[config.mk]
export PLATFORM = sky130hd
export DESIGN_NAME = sr_drive_ctrl
export DESIGN_NICKNAME = d
export VERILOG_FILES = /design/src/rtl/sr_drv_pkg.sv /design/src/rtl/sr_drive_ctrl.sv
export SDC_FILE = /design/constraint.sdc
export NUM_CORES = 1
export LEC_CHECK = 0
export CAP_MARGIN = 20
export CORE_AREA = 10 10 47 49
export DETAILED_ROUTE_END_ITERATION = 8
export DIE_AREA = 0 0 57 59
export PLACE_DENSITY_LB_ADDON = 0.08
export SLEW_MARGIN = 15
export SYNTH_ARGS = -nofsm -noshare
export SYNTH_HDL_FRONTEND = slang
export SYNTH_SLANG_ARGS = --single-unit
[constraint.sdc]
create_clock -name clk -period 2.3 [get_ports clk]
set_input_delay 0.345 -clock clk [delete_from_list [all_inputs] [get_ports clk]]
set_output_delay 0.345 -clock clk [all_outputs]
set_load 0.03 [all_outputs]
[src/rtl/sr_drv_pkg.sv]
// Shared SR command codes, counter width and FSM state type for the SR flip-flop drive controller.
package sr_drv_pkg;

  localparam logic [1:0] SR_HOLD = 2'b00;
  localparam logic [1:0] SR_CLR  = 2'b01;
  localparam logic [1:0] SR_SET  = 2'b10;

  localparam int unsigned CntW = 4;

  typedef enum logic [1:0] {
    StIdle,
    StDrive,
    StGap
  } drv_state_e;

  function automatic logic [1:0] op_code(input logic op);
    return op ? SR_SET : SR_CLR;
  endfunction

endpackage

[src/rtl/sr_drive_ctrl.sv]
// Drives set/clear pulses of HOLD_CYC cycles plus GAP_CYC hold cycles into an SR flip-flop.
// Optional macro SR_DRV_SKIP_REDUNDANT_EN: commands matching q_exp are acknowledged without a drive.
module sr_drive_ctrl
  import sr_drv_pkg::*;
#(
  parameter int unsigned HOLD_CYC = 2,
  parameter int unsigned GAP_CYC  = 1
) (
  input  logic       clk,
  input  logic       rst_n,
  input  logic       req_valid,
  input  logic       req_op,
  output logic       req_ready,
  output logic [1:0] sr,
  output logic       q_exp,
  output logic       busy
);

  localparam logic [CntW-1:0] HoldLd = CntW'(HOLD_CYC - 1);
  localparam logic [CntW-1:0] GapLd  = CntW'(GAP_CYC - 1);

  drv_state_e      r_state, w_state_d;
  logic            r_op, w_op_d;
  logic [CntW-1:0] r_cnt, w_cnt_d;
  logic            r_q_exp, w_q_exp_d;
  logic [1:0]      r_sr, w_sr_d;
  logic            r_busy, w_busy_d;
  logic            w_accept, w_skip;

  assign req_ready = (r_state == StIdle);
  assign w_accept  = req_valid & req_ready;

`ifdef SR_DRV_SKIP_REDUNDANT_EN
  assign w_skip = (req_op == r_q_exp);
`else
  assign w_skip = 1'b0;
`endif

  always_comb begin
    w_state_d = r_state;
    w_op_d    = r_op;
    w_cnt_d   = r_cnt;
    w_q_exp_d = r_q_exp;
    unique case (r_state)
      StIdle: begin
        if (w_accept) begin
          w_q_exp_d = req_op;
          if (!w_skip) begin
            w_state_d = StDrive;
            w_op_d    = req_op;
            w_cnt_d   = HoldLd;
          end
        end
      end
      StDrive: begin
        if (r_cnt != '0) begin
          w_cnt_d = r_cnt - 1'b1;
        end else if (GAP_CYC != 0) begin
          w_state_d = StGap;
          w_cnt_d   = GapLd;
        end else begin
          w_state_d = StIdle;
        end
      end
      StGap: begin
        if (r_cnt != '0) begin
          w_cnt_d = r_cnt - 1'b1;
        end else begin
          w_state_d = StIdle;
        end
      end
      default: w_state_d = StIdle;
    endcase
  end

  // Outputs are decoded from the next state so they can be registered without adding latency.
  always_comb begin
    w_sr_d   = (w_state_d == StDrive) ? op_code(w_op_d) : SR_HOLD;
    w_busy_d = (w_state_d != StIdle);
  end

  always_ff @(posedge clk or negedge rst_n) begin
    if (!rst_n) begin
      r_state <= StIdle;
      r_op    <= 1'b0;
      r_cnt   <= '0;
      r_q_exp <= 1'b0;
      r_sr    <= SR_HOLD;
      r_busy  <= 1'b0;
    end else begin
      r_state <= w_state_d;
      r_op    <= w_op_d;
      r_cnt   <= w_cnt_d;
      r_q_exp <= w_q_exp_d;
      r_sr    <= w_sr_d;
      r_busy  <= w_busy_d;
    end
  end

  assign sr    = r_sr;
  assign q_exp = r_q_exp;
  assign busy  = r_busy;

  sr_never_both_a: assert property (@(posedge clk) disable iff (!rst_n) sr != (SR_SET | SR_CLR));

endmodule

=== Word level (Yosys, flattened, before mapping) ===
Index checks and enable logic that the tools add are counted.

* Word-level logic and storage cells: 31
* Register bits: 11
* Output and inout bits: 5
* Bits of input ports: 4

* Equality and inequality tests: 5
* Reductions and logical operators: 6
* $add $sub $neg: 1
* Bitwise gates (word level): 1
* Mux-type cells: 12

{| class="wikitable"
|+ Operator list
! cell !! count
|-
| two-way mux 4 bit || 3
|-
| one-hot mux 4 bit (3 select lines) || 1
|-
| two-way mux 2 bit || 5
|-
| one-hot mux 2 bit (3 select lines) || 1
|-
| == test 2 x 1 -> 1 bit (second input constant) || 2
|-
| nonzero test 4 bit || 1
|-
| subtractor 4 x 1 -> 4 bit (second input constant) || 1
|-
| AND reduction 3 bit || 1
|-
| nonzero test 3 bit || 1
|-
| == test 2 bit (second input constant) || 1
|-
| logical NOT 2 bit || 1
|-
| two-way mux 1 bit || 2
|-
| inequality test 2 x 1 -> 1 bit (second input constant) || 1
|-
| inequality test 2 bit (second input constant) || 1
|-
| AND reduction 2 bit || 1
|-
| nonzero test 2 bit || 1
|-
| AND 1 bit || 1
|}

=== Logic depth before layout (Yosys ltp) ===
Gate-level depths: netlist (run 1).

* Word-level depth: 6
* Depth in mapped cells: 6
* Mapped depth without buffers: 6

=== Worst setup path before layout (run 1) ===
Ideal clock, no wire load.

* Kind: reg2reg
* Start point: register r_state[0]
* End point: register r_sr[0] (netlist: sr[0])
* Setup slack: 561 ps
* Setup time: 94 ps
* Arrival: 1,645 ps
* Stages on the path, launching flop included: 6
* Required time: 2,206 ps
* Period minus slack after synthesis: 1,739 ps
* Buffers on the path: 0
* Path through: dfrtp_1 > inv_1 > ha_1 > nand2_1 > a2111o_1 > a211oi_1

* Word-level cells in the longest chain between the ends: 6
* Elaborated cells between the ends (all ways): 13
* Classes of those cells: eq/ne (3); mux (8); bitwise (1); reduce/logical (1)

{| class="wikitable"
|+ Ends and longest elaborated chain
! what !! RTL line !! text
|-
| start, declared || sr_drive_ctrl.sv:22 || <nowiki>drv_state_e r_state, w_state_d;</nowiki>
|-
| start signal, assigned || sr_drive_ctrl.sv:84 || <nowiki>r_state <= StIdle;</nowiki>
|-
| start signal, assigned || sr_drive_ctrl.sv:91 || <nowiki>r_state <= w_state_d;</nowiki>
|-
| logical NOT 2 bit * || sr_drive_ctrl.sv:30 || <nowiki>assign req_ready = (r_state == StIdle);</nowiki>
|-
| named net req_ready || sr_drive_ctrl.sv:13 || <nowiki>output logic req_ready,</nowiki>
|-
| AND 1 bit || sr_drive_ctrl.sv:31 || <nowiki>assign w_accept = req_valid & req_ready;</nowiki>
|-
| two-way mux 2 bit or two-way mux 1 bit (tied branches) || sr_drive_ctrl.sv:46 || <nowiki>if (w_accept) begin</nowiki>
|-
| one-hot mux 2 bit (3 select lines) or two-way mux 1 bit (tied branches) || sr_drive_ctrl.sv:44 || <nowiki>unique case (r_state)</nowiki>
|-
| == test 2 x 1 -> 1 bit or two-way mux 2 bit (tied branches) || sr_drive_ctrl.sv:78, sr_drv_pkg.sv:17 ||
|-
| two-way mux 2 bit * || sr_drive_ctrl.sv:78 || <nowiki>w_sr_d = (w_state_d == StDrive) ? op_code(w_op_d) : SR_HOLD;</nowiki>
|-
| named net w_sr_d[0] || sr_drive_ctrl.sv:26 || <nowiki>logic [1:0] r_sr, w_sr_d;</nowiki>
|-
| end signal, assigned || sr_drive_ctrl.sv:95 || <nowiki>r_sr <= w_sr_d;</nowiki>
|-
| end, declared || sr_drive_ctrl.sv:26 ||
|}

The timed path passes the listed nets; every way through them passes the cells marked *.
A chain may end at the register's enable or synchronous reset.

=== Worst setup path after layout (run 1) ===
* Start point: register r_state[1]
* End point: output port req_ready

* Word-level cells in the longest chain between the ends: 1

{| class="wikitable"
|+ Ends and longest elaborated chain
! what !! RTL line
|-
| logical NOT 2 bit || sr_drive_ctrl.sv:30
|-
| end, declared || sr_drive_ctrl.sv:13
|}

No other way between the ends.

==> results of run 1 <==
==> metrics by stage <==
| step | util | hold slack [ns] | total power, mW | area [µm²] |
|---|---|---|---|---|
| 6_report | 0.542 | 0.408 | 1.11 | 759 |
| 5_1_grt | 0.542 | 0.424 | 1.20 | 759 |
| 4_1_cts | 0.542 | 0.420 | 1.11 | 759 |
| 3_5_place_dp | 0.522 | 0.486 | 0.977 | 732 |
| 3_3_place_gp | 0.522 | 0.477 | 0.970 | 732 |
| 2_1_floorplan | - | 0.0494 | 0.791 | 636 |
==> worst paths after layout <==
check	to	depth (start not counted)	from	slack (ns)
hold reg to reg	q_exp$_DFFE_PN0P_	1	q_exp$_DFFE_PN0P_	0.50
min in group clk	q_exp$_DFFE_PN0P_	1	q_exp$_DFFE_PN0P_	0.50
setup reg to reg	sr[1]$_DFF_PN0_	5	r_cnt[0]$_DFFE_PN0P_	0.52
max in group asynchronous	r_cnt[0]$_DFFE_PN0P_	1	rst_n	1.55
hold / removal	q_exp$_DFFE_PN0P_	1	rst_n	0.41
setup / recovery	req_ready	3	r_state[1]$_DFF_PN0_	0.19
==> logic make-up (layout without fill, tap and decap cells) <==
logic type | after synthesis | after routing | share of synthesized area
AO/OA/AOI/OAI | 20 | 20 | 0.252
AND/OR/NAND/NOR | 14 | 14 | 0.138
flip-flops | 11 | 11 | 0.433
buffers and inverters | 10 | 21 | 0.0590
adder cells (fa/ha/maj) | 6 | 6 | 0.118
==> layout make-up <==
| type | count | area, µm² |
|---|---|---|
| inverters | 9 | 33.8 |
| clock buffers | 3 | 22.5 |
| fillers | 133 | 642 |
| repair buffers | 8 | 80.1 |
| flip-flops and latches | 11 | 275 |
| clock inverters | 1 | 5.00 |
| multi-input cells | 40 | 323 |
| well taps | 16 | 20.0 |
==> per-layer routing <==
metal  routed length, µm  track usage  share of wire  vias to the layer above
met3                  84       0.0279          0.066                        4
met4                  30       0.0604          0.024                        0
met1                 685        0.113           0.54                      223
li1                    -            -              -                      250
met5                   0            0              0                        -
met2                 474        0.109           0.37                       12
==> flip-flops by register name, indices dropped and copies added, names as in the netlist <==
name,flops
r_cnt,4
busy,1
r_state,2
q_exp,1
r_op,1
sr,2
==> where the power goes <==
| part | internal [mW] | switching (mW) | total, mW |
|---|---|---|---|
| clock network | 0.0644 | 0.0679 | 0.132 |
| registers | 0.269 | 0.0470 | 0.316 |
| logic | 0.282 | 0.374 | 0.657 |
==> worst register-to-register path: cells and delay by family, from the launching register on <==
family	cells	cell delay, ns
fa+ha+maj	1	0.22
simple gates	1	0.43
buf+inv	1	0.12
compound gates	2	0.54
flops	1	0.39
==> placed cells by master (no fill, tap or decap) <==
master,synthesis,layout
sky130_fd_sc_hd__dfrtp_1,11,11
sky130_fd_sc_hd__inv_1,9,9
sky130_fd_sc_hd__clkdlybuf4s50_1,0,8
sky130_fd_sc_hd__ha_1,6,6
sky130_fd_sc_hd__nor3_1,4,4
sky130_fd_sc_hd__a211oi_1,3,3
sky130_fd_sc_hd__clkbuf_4,0,3
sky130_fd_sc_hd__nor2b_1,2,2
sky130_fd_sc_hd__nor3b_1,2,2
sky130_fd_sc_hd__a21oi_1,2,2
sky130_fd_sc_hd__a211o_1,2,2
sky130_fd_sc_hd__a21o_1,2,2
sky130_fd_sc_hd__o211ai_1,2,2
sky130_fd_sc_hd__a32o_1,2,2
sky130_fd_sc_hd__or3b_4,1,1
sky130_fd_sc_hd__nand2_1,1,1
sky130_fd_sc_hd__and3_1,1,1
sky130_fd_sc_hd__nor4b_1,1,1
sky130_fd_sc_hd__a2111o_1,1,1
sky130_fd_sc_hd__o31ai_1,1,1
sky130_fd_sc_hd__o21ai_1,1,1
sky130_fd_sc_hd__nand2b_1,1,1
sky130_fd_sc_hd__nor2_1,1,1
sky130_fd_sc_hd__o32a_1,1,1
sky130_fd_sc_hd__a2111oi_0,1,1
sky130_fd_sc_hd__o32ai_1,1,1
sky130_fd_sc_hd__a22o_1,1,1
sky130_fd_sc_hd__clkinv_2,0,1
==> flow_metrics.tcl, run 1 <==
set metrics [dict create \
    status "finished, final reports clean" \
    cts.root.buffer_cell "sky130_fd_sc_hd__clkbuf_4" \
    cp_top_family "buffers and inverters" \
    synth_area_leader_cell "sky130_fd_sc_hd__dfrtp_1" \
    mappedNetlistNets 71 \
    clkLatencyLatePin_ns 0.27 \
    num_io_pins 9 \
    drv.max_cap_violation_count 0 \
    drtIter0Drc 13 \
    layout_worst_path_cycle_share 0.917 \
    preCtsSetupSlack_ns 0.484 \
    synth-seq-area-share 0.433 \
    grt_pass1_wl_mm 2.31 \
    grt_pass1_vias 490 \
    core_mm2 0.00140 \
    number_of_inserted_diodes 0 \
    power.static_leakage_nw 0.365 \
    post_route_setup_slack_ns 0.192 \
    die_height_um 59 \
    vias 489 \
    criticalPathCategory "register to primary output" \
    floorplan.initialDensity 0.454 \
    worst_slew_margin_rel 0.614 \
    fin_cells 88 \
    drive_above_1_share 0.0694 \
    post_detail_place_hpwl_um 956 \
    timing.clock.skew_ns 0.00557 \
    synth_commonest_cells "sky130_fd_sc_hd__dfrtp_1 (11), sky130_fd_sc_hd__inv_1 (9), sky130_fd_sc_hd__ha_1 (6), sky130_fd_sc_hd__nor3_1 (4), sky130_fd_sc_hd__a211oi_1 (3)" \
    setup-violations-final 0 \
    post_cts_buffers 0 \
    synth_area_um2 636 \
    grt_start_max_net_pins 12 \
    post_detailed_route_count_of_antenna_violating_nets 0 \
    flow.area_growth_from_synthesis_pct 19.5 \
    clock_tree_from_tritoncts "done" \
    cp.buffers_inverters 2 \
    drc 0 \
    grt_total_ovfl 0 \
    routabilityCongestion 0.760 \
    crit_slowest_cell "sky130_fd_sc_hd__clkdlybuf4s50_1" \
    die_area_mm2 0.00336 \
    critPathCaptureType "primary output" \
    final-hold-violation-count 0 \
    avgViaCountPerCell 5.56 \
    gr-usage-all-layers 0.0845 \
    netlist_top_cells_area "sky130_fd_sc_hd__dfrtp_1 (43%), sky130_fd_sc_hd__ha_1 (12%), sky130_fd_sc_hd__inv_1 (5.3%)" \
    fp_rows 14 \
    crit_arrival_ns 1.76 \
    timing_max_transition_violations_final 0 \
    startpoint_type "register" \
    drt_pass1_iterations 4 \
    power.ir.vdd_worst_v 0.000580 \
    synth_top_cell_area_share 0.433 \
    die_w_um 57 \
    hold_buffers 0 \
    worst-slew-pin-transition_ns 0.578 \
    fmax_mhz 474 \
    post_synth_inst_count 61 \
    dp_cells 84 \
    synth.avg_cell_area_um2 10.4 \
    grt_setup_unrepaired "false" \
    route.detailed.wl_per_inst_um 14.5 \
    cp_data_required_time_ns 1.96 \
    ys_types 26 \
    postRouteWirelength_mm 1.27 \
    cts_buffers 3 \
    hold_class "primary input to async pin" \
    timing.critical_path.fanout_max 7 \
    cts_buffer_depth 2 \
    finalWorstPathRequiredPeriod_ns 2.11 \
    place.port_buffers 8 \
    ys_flop_type "sky130_fd_sc_hd__dfrtp_1" \
    htree_levels 1 \
    synth-async-reset-ratio 1.00 \
    reg_clk_slew_reported_paths_ns 0.08 \
    cts_repair_resizes 0 \
    tritoncts_num_sinks 11 \
    grt_antenna_before_repair 0 \
    finalSetupTns_ns 0 \
    synth.yosys.warnings 0 \
    worstPathCellList "inv_1 -> ha_1 -> clkdlybuf4s50_1" \
    power.density_cell_area_mw_per_mm2 1460 \
    yosys.cell_count.top_type "sky130_fd_sc_hd__dfrtp_1" \
    finalNetCount 83 \
    synth_seq_cells 11 \
    synth-edff-count 0 \
    max_stage_delay_ns 0.71 \
]
No activity file was read; power rests on OpenSTA's default activity.
==> run 2, diff against run 1 <==
--- a/config.mk
+++ b/config.mk
@@ -7,6 +7,7 @@
 export LEC_CHECK = 0
 export CAP_MARGIN = 20
 export CORE_AREA = 10 10 47 49
+export CTS_CLUSTER_SIZE = 25
 export DETAILED_ROUTE_END_ITERATION = 8
 export DIE_AREA = 0 0 57 59
 export PLACE_DENSITY_LB_ADDON = 0.08
==> results of run 2 <==
No change in the layout: final DEF, timing and power equal those of run 1.
==> run 3, diff against run 2 <==
--- a/config.mk
+++ b/config.mk
@@ -11,7 +11,6 @@
 export DETAILED_ROUTE_END_ITERATION = 8
 export DIE_AREA = 0 0 57 59
 export PLACE_DENSITY_LB_ADDON = 0.08
-export SLEW_MARGIN = 15
 export SYNTH_ARGS = -nofsm -noshare
 export SYNTH_HDL_FRONTEND = slang
 export SYNTH_SLANG_ARGS = --single-unit
==> results of run 3 <==
No change in the layout: final DEF, timing and power equal those of run 1.
==> RTL change 1 (config.mk and constraints of run 2) <==
`CntW`: 4 -> 8.
--- a/src/rtl/sr_drv_pkg.sv
+++ b/src/rtl/sr_drv_pkg.sv
@@ -7,3 +7,3 @@
 
-  localparam int unsigned CntW = 4;
+  localparam int unsigned CntW = 8;
 
Check against the original RTL: no difference found for any inputs over 10 cycles, from zero or initial values and one cycle with rst_n low; that may be too few to reach the edited logic, so the function may still have changed.
==> RTL change 1 against run 2 <==
Sequential cell count up 4. Area after synthesis up 40%. Synthesized cell count up 46%. Cell area up 34%. Power up 34%. Routed wire length up 39%. Final cell count up 33%. Setup slack better by 0.011 ns.
==> RTL change 1: results (changes against run 2) <==
grt:
  grtUsageMet2_pct: 17.05  # +6.2 points
  grt_pass1_vias: 682  # +39%
  grt_pass1_wl_mm: 2.980  # +29%
  grt_usage_pct: 10.93  # +2.5 points
  met3_usage_pct: 2.790  # unchanged
  grt_max_degree: 16  # +4
  gr-usage-met1_pct: 13.38  # +2.1 points
pwr:
  intPower_w: 0.0008203  # +33%
  leakage_nw: 0.4530  # +24%
  ir_drop_uv: 786.6  # +36%
worst_setup_path:
  rrSetupSlack_ns: 0.45  # -0.07 ns
  path_max_fanout: 6  # -1
  arrival_ns: 1.75
timing:
  worstMarginPinSlew_ns: 0.6567  # +0.07887 ns
  fin_worst_skew_ns: 0.002646  # -0.002920 ns
synthesis:
  synthMuxAreaShare_pct: 2.247  # +2.2 points
  synthTopCellsByCount: "dfrtp_1 (15), o21ai_0 (7), inv_1 (6)"
  synthXorXnorAreaFrac_pct: 0.9831  # +0.98 points
  syn_nets: 98  # +38%
  synthTopCellsByArea: "dfrtp_1 (42%), ha_1 (7.0%), nor4_4 (4.8%), o21ai_0 (3.9%), a21oi_1 (2.8%)"
  yosysSeqAreaShare_pct: 42.13  # -1.2 points
  synth_cell_types: 34  # +31%
  synthArstFlopShare_pct: 100.0  # unchanged
  synth_adder_area_share_pct: 7.022  # -4.8 points
  synth_compound_area_share_pct: 16.71  # -8.5 points
final_layout:
  top_register: "r_cnt"
  fillers: 118  # -11%
  drive_above_1_share_pct: 13.86  # +6.9 points
  final_nets: 111  # +34%
  largest_register_ffs: 8  # +4
  diodes: 0  # unchanged
route:
  vias_per_cell: 5.949  # +7.1%
  dr.pass1.iters: 4  # unchanged
  drtIter0Drc: 19  # +6
  finalWirelength_mm: 1.769  # +39%
hold_path:
  hp-class: "input pin to async pin"
clocking:
  clk_latency_ns: 0.29  # +0.02 ns
  cts_resized: 0  # unchanged
  postCtsSetupRepairBufs: 0  # unchanged
  cts_root_buf: "clkbuf_4"
placed_design:
  gp_congestion: 0.8037  # +5.8%
  dp_hpwl_mm: 1.359  # +42%
status:
  status: "finished clean"
[RTL change 1: kinds of logic (layout without fill, tap and decap cells)]
group,count (synthesis),in the layout
muxes,2,2
DFF,15,15
buffers and inverters,8,20
xor gates and xnor gates,1,1
and+or+nand+nor,35,35
AOI/OAI and AO/OA,23,23
adders and majority gates,5,5
[RTL change 1: path summary, 6_finish.rpt]
kind,cells after the start,from,to
max in group asynchronous,1,rst_n,sr[1]
setup reg to reg,6,r_state[0],r_cnt[2]
hold reg to reg,1,q_exp,q_exp
hold / removal,1,rst_n,r_cnt[5]
min in group clk,1,q_exp,q_exp
setup / recovery,3,r_state[0],req_ready
[RTL change 1: layer usage]
metal	up-vias	part of all wire (%)
li1	350	-
met1	332	45
met2	9	48
met3	5	4.6
met4	0	2.4
met5	-	0
[RTL change 1: area by class of cell]
| type | instances | area, um^2 | share of cell area, % |
|---|---|---|---|
| timing repair buffer | 10 | 95.09 | 9.348 |
| inverter | 6 | 22.52 | 2.214 |
| tap | 16 | 20.02 | 1.968 |
| sequential | 15 | 375.4 | 36.90 |
| clock buffer | 4 | 26.28 | 2.583 |
| multi-input combinational | 66 | 478.0 | 46.99 |
[RTL change 1: per-stage QoR]
step | hold slack (ns) | instance area (um^2) | setup slack [ns] | cells | total power, W
after floorplan | 0.04941 | 890.9 | 0.3926 | 89 | 0.001093
after global placement | 0.4602 | 991.0 | 0.5063 | 113 | 0.001313
after detailed placement | 0.4695 | 991.0 | 0.4875 | 113 | 0.001328
after CTS | 0.4638 | 1017 | 0.2033 | 117 | 0.001484
after global routing | 0.4777 | 1017 | 0.1342 | 117 | 0.001591
final | 0.4475 | 1017 | 0.2031 | 117 | 0.001479
[RTL change 1: critical path, stage by stage, from the launching register on]
cell and delay (ns):
dfrtp_1 0.42, inv_1 0.09, ha_1 0.24, clkdlybuf4s50_1 0.70
[RTL change 1: power by group through the flow]
stage | clock network [W] | registers (W) | logic, W
final | 0.000155 | 0.000435 | 0.000889
after global routing | 0.000163 | 0.000448 | 0.000980
after CTS | 0.000157 | 0.000432 | 0.000895
after detailed placement | 0 | 0.000439 | 0.000889
after global placement | 0 | 0.000436 | 0.000877
after floorplan | 0 | 0.000482 | 0.000611
==> RTL change 2 (config.mk and constraints of run 2) <==
Made on the original files. The 3 states of `drv_state_e` get a one-hot encoding in 3 bits.
--- a/src/rtl/sr_drv_pkg.sv
+++ b/src/rtl/sr_drv_pkg.sv
@@ -9,6 +9,6 @@
 
-  typedef enum logic [1:0] {
-    StIdle,
-    StDrive,
-    StGap
+  typedef enum logic [2:0] {
+    StIdle  = 3'b001,
+    StDrive = 3'b010,
+    StGap   = 3'b100
   } drv_state_e;
Check against the original RTL: same outputs for any inputs over 10 cycles, from zero or initial values and one cycle with rst_n low; not proved beyond that.
==> RTL change 2 against run 2 <==
Combinational power down 34%. Largest cell class is now flip-flops and latches. Setup slack gained 0.31 ns. Power fell by 10%. Area after synthesis down 4.5%. Worst hold slack got worse by 0.0013 ns. Cell area shrank 2.3%. Routed wire length down 11%. Sequential cell count increased by 1.
==> RTL change 2: results (changes against run 2) <==
status:
  status: "finished clean"
timing:
  slew-limit-headroom_pct: 65.85  # +4.5 points
  fin_worst_skew_ns: 0.004476  # -0.001091 ns
  timing.hold.ws_ns: 0.4066  # -0.001302 ns
synthesis:
  synth_adder_area_share_pct: 4.124  # -7.7 points
  synthCells: 55  # -9.8%
  yosysSeqAreaShare_pct: 49.69  # +6.4 points
  synth_cell_types: 29  # +12%
  synthTopCellsByCount: "dfrtp_1 (11), nand2_1 (5), inv_1 (4), nand2b_1 (3), or2_2 (3)"
  syn_nets: 61  # -14%
  synthXorXnorAreaFrac_pct: 1.443  # +1.4 points
  synthTopCellsByArea: "dfrtp_1 (45%), dfstp_2 (4.3%), ha_1 (4.1%), nand2_1 (3.1%), nand2b_1 (3.1%)"
  synthMuxAreaShare_pct: 1.649  # +1.6 points
  synth_compound_area_share_pct: 10.31  # -15 points
final_layout:
  drive_above_1_share_pct: 16.67  # +9.7 points
  final_nets: 73  # -12%
route:
  finalWirelength_mm: 1.136  # -11%
  vias: 429  # -12%
  vias_per_cell: 5.232  # -5.9%
pwr:
  leakage_nw: 0.3491  # -4.4%
  ir_drop_uv: 507.8  # -12%
  intPower_w: 0.0005988  # -2.8%
worst_setup_path:
  r2r_end: "r_cnt[2]"
  path_max_fanout: 12  # +5
  critPathSlowestCell: "dfstp_2"
  path_delay_family: "flip-flops"
  slowest_delay_ns: 0.65  # -0.06 ns
grt:
  grt_pass1_vias: 455  # -7.1%
  grt_usage_pct: 7.635  # -0.82 points
placed_design:
  placed_cells: 78  # -7.1%
  dp_slack_ns: 0.4089  # -0.07486 ns
==> RTL change 2: power by group through the flow <==
stage	logic, W	registers (W)	clock network [W]
after CTS	0.000443	0.000389	0.000175
after detailed placement	0.000443	0.000393	0
after floorplan	0.000269	0.000413	0
final	0.000433	0.000389	0.000169
after global routing	0.000485	0.000406	0.000186
after global placement	0.000435	0.000392	0
==> RTL change 2: worst max-delay path by stage <==
stage | startpoint | end | slack, ns | cells after the start
3_5_place_dp | r_state[0] | req_ready | 0.41 | 2
6_report | r_state[0] | req_ready | 0.50 | 2
4_1_cts | r_state[0] | req_ready | 0.1 | 2
5_1_grt | r_state[0] | req_ready | 0.39 | 2
3_3_place_gp | r_state[0] | req_ready | 0.45 | 2
2_1_floorplan | r_state[0] | req_ready | 0.42 | 2
==> RTL change 2: per-stage QoR <==
step                      power (W)  cell area [um^2]
final                     0.0009913             742.0
after global routing       0.001076             742.0
after global placement    0.0008267             703.2
after floorplan           0.0006820             606.8
after detailed placement  0.0008355             703.2
after CTS                  0.001007             739.5
==> RTL change 2: final cells by class <==
cell class / instances / area [um^2]
inverters: 4 / 15.01
repair buffers: 8 / 82.58
clock buffers: 4 / 36.28
well taps: 16 / 20.02
multi-input cells: 38 / 286.5
fillers: 142 / 659.4
flip-flops and latches: 12 / 301.5
==> RTL change 2: what timing repair did <==
item                       4_1_cts  5_1_grt
setup endpoints to repair        0        1
gates resized for setup          0        1
hold buffers                     0        0
==> RTL change 2: routing by layer <==
metal	wire, um	vias to the layer above	global-route usage (%)
met5	0	-	0
met4	7	0	5.034
met3	65	2	2.790
met2	502	7	10.54
met1	561	195	9.665
li1	-	225	-
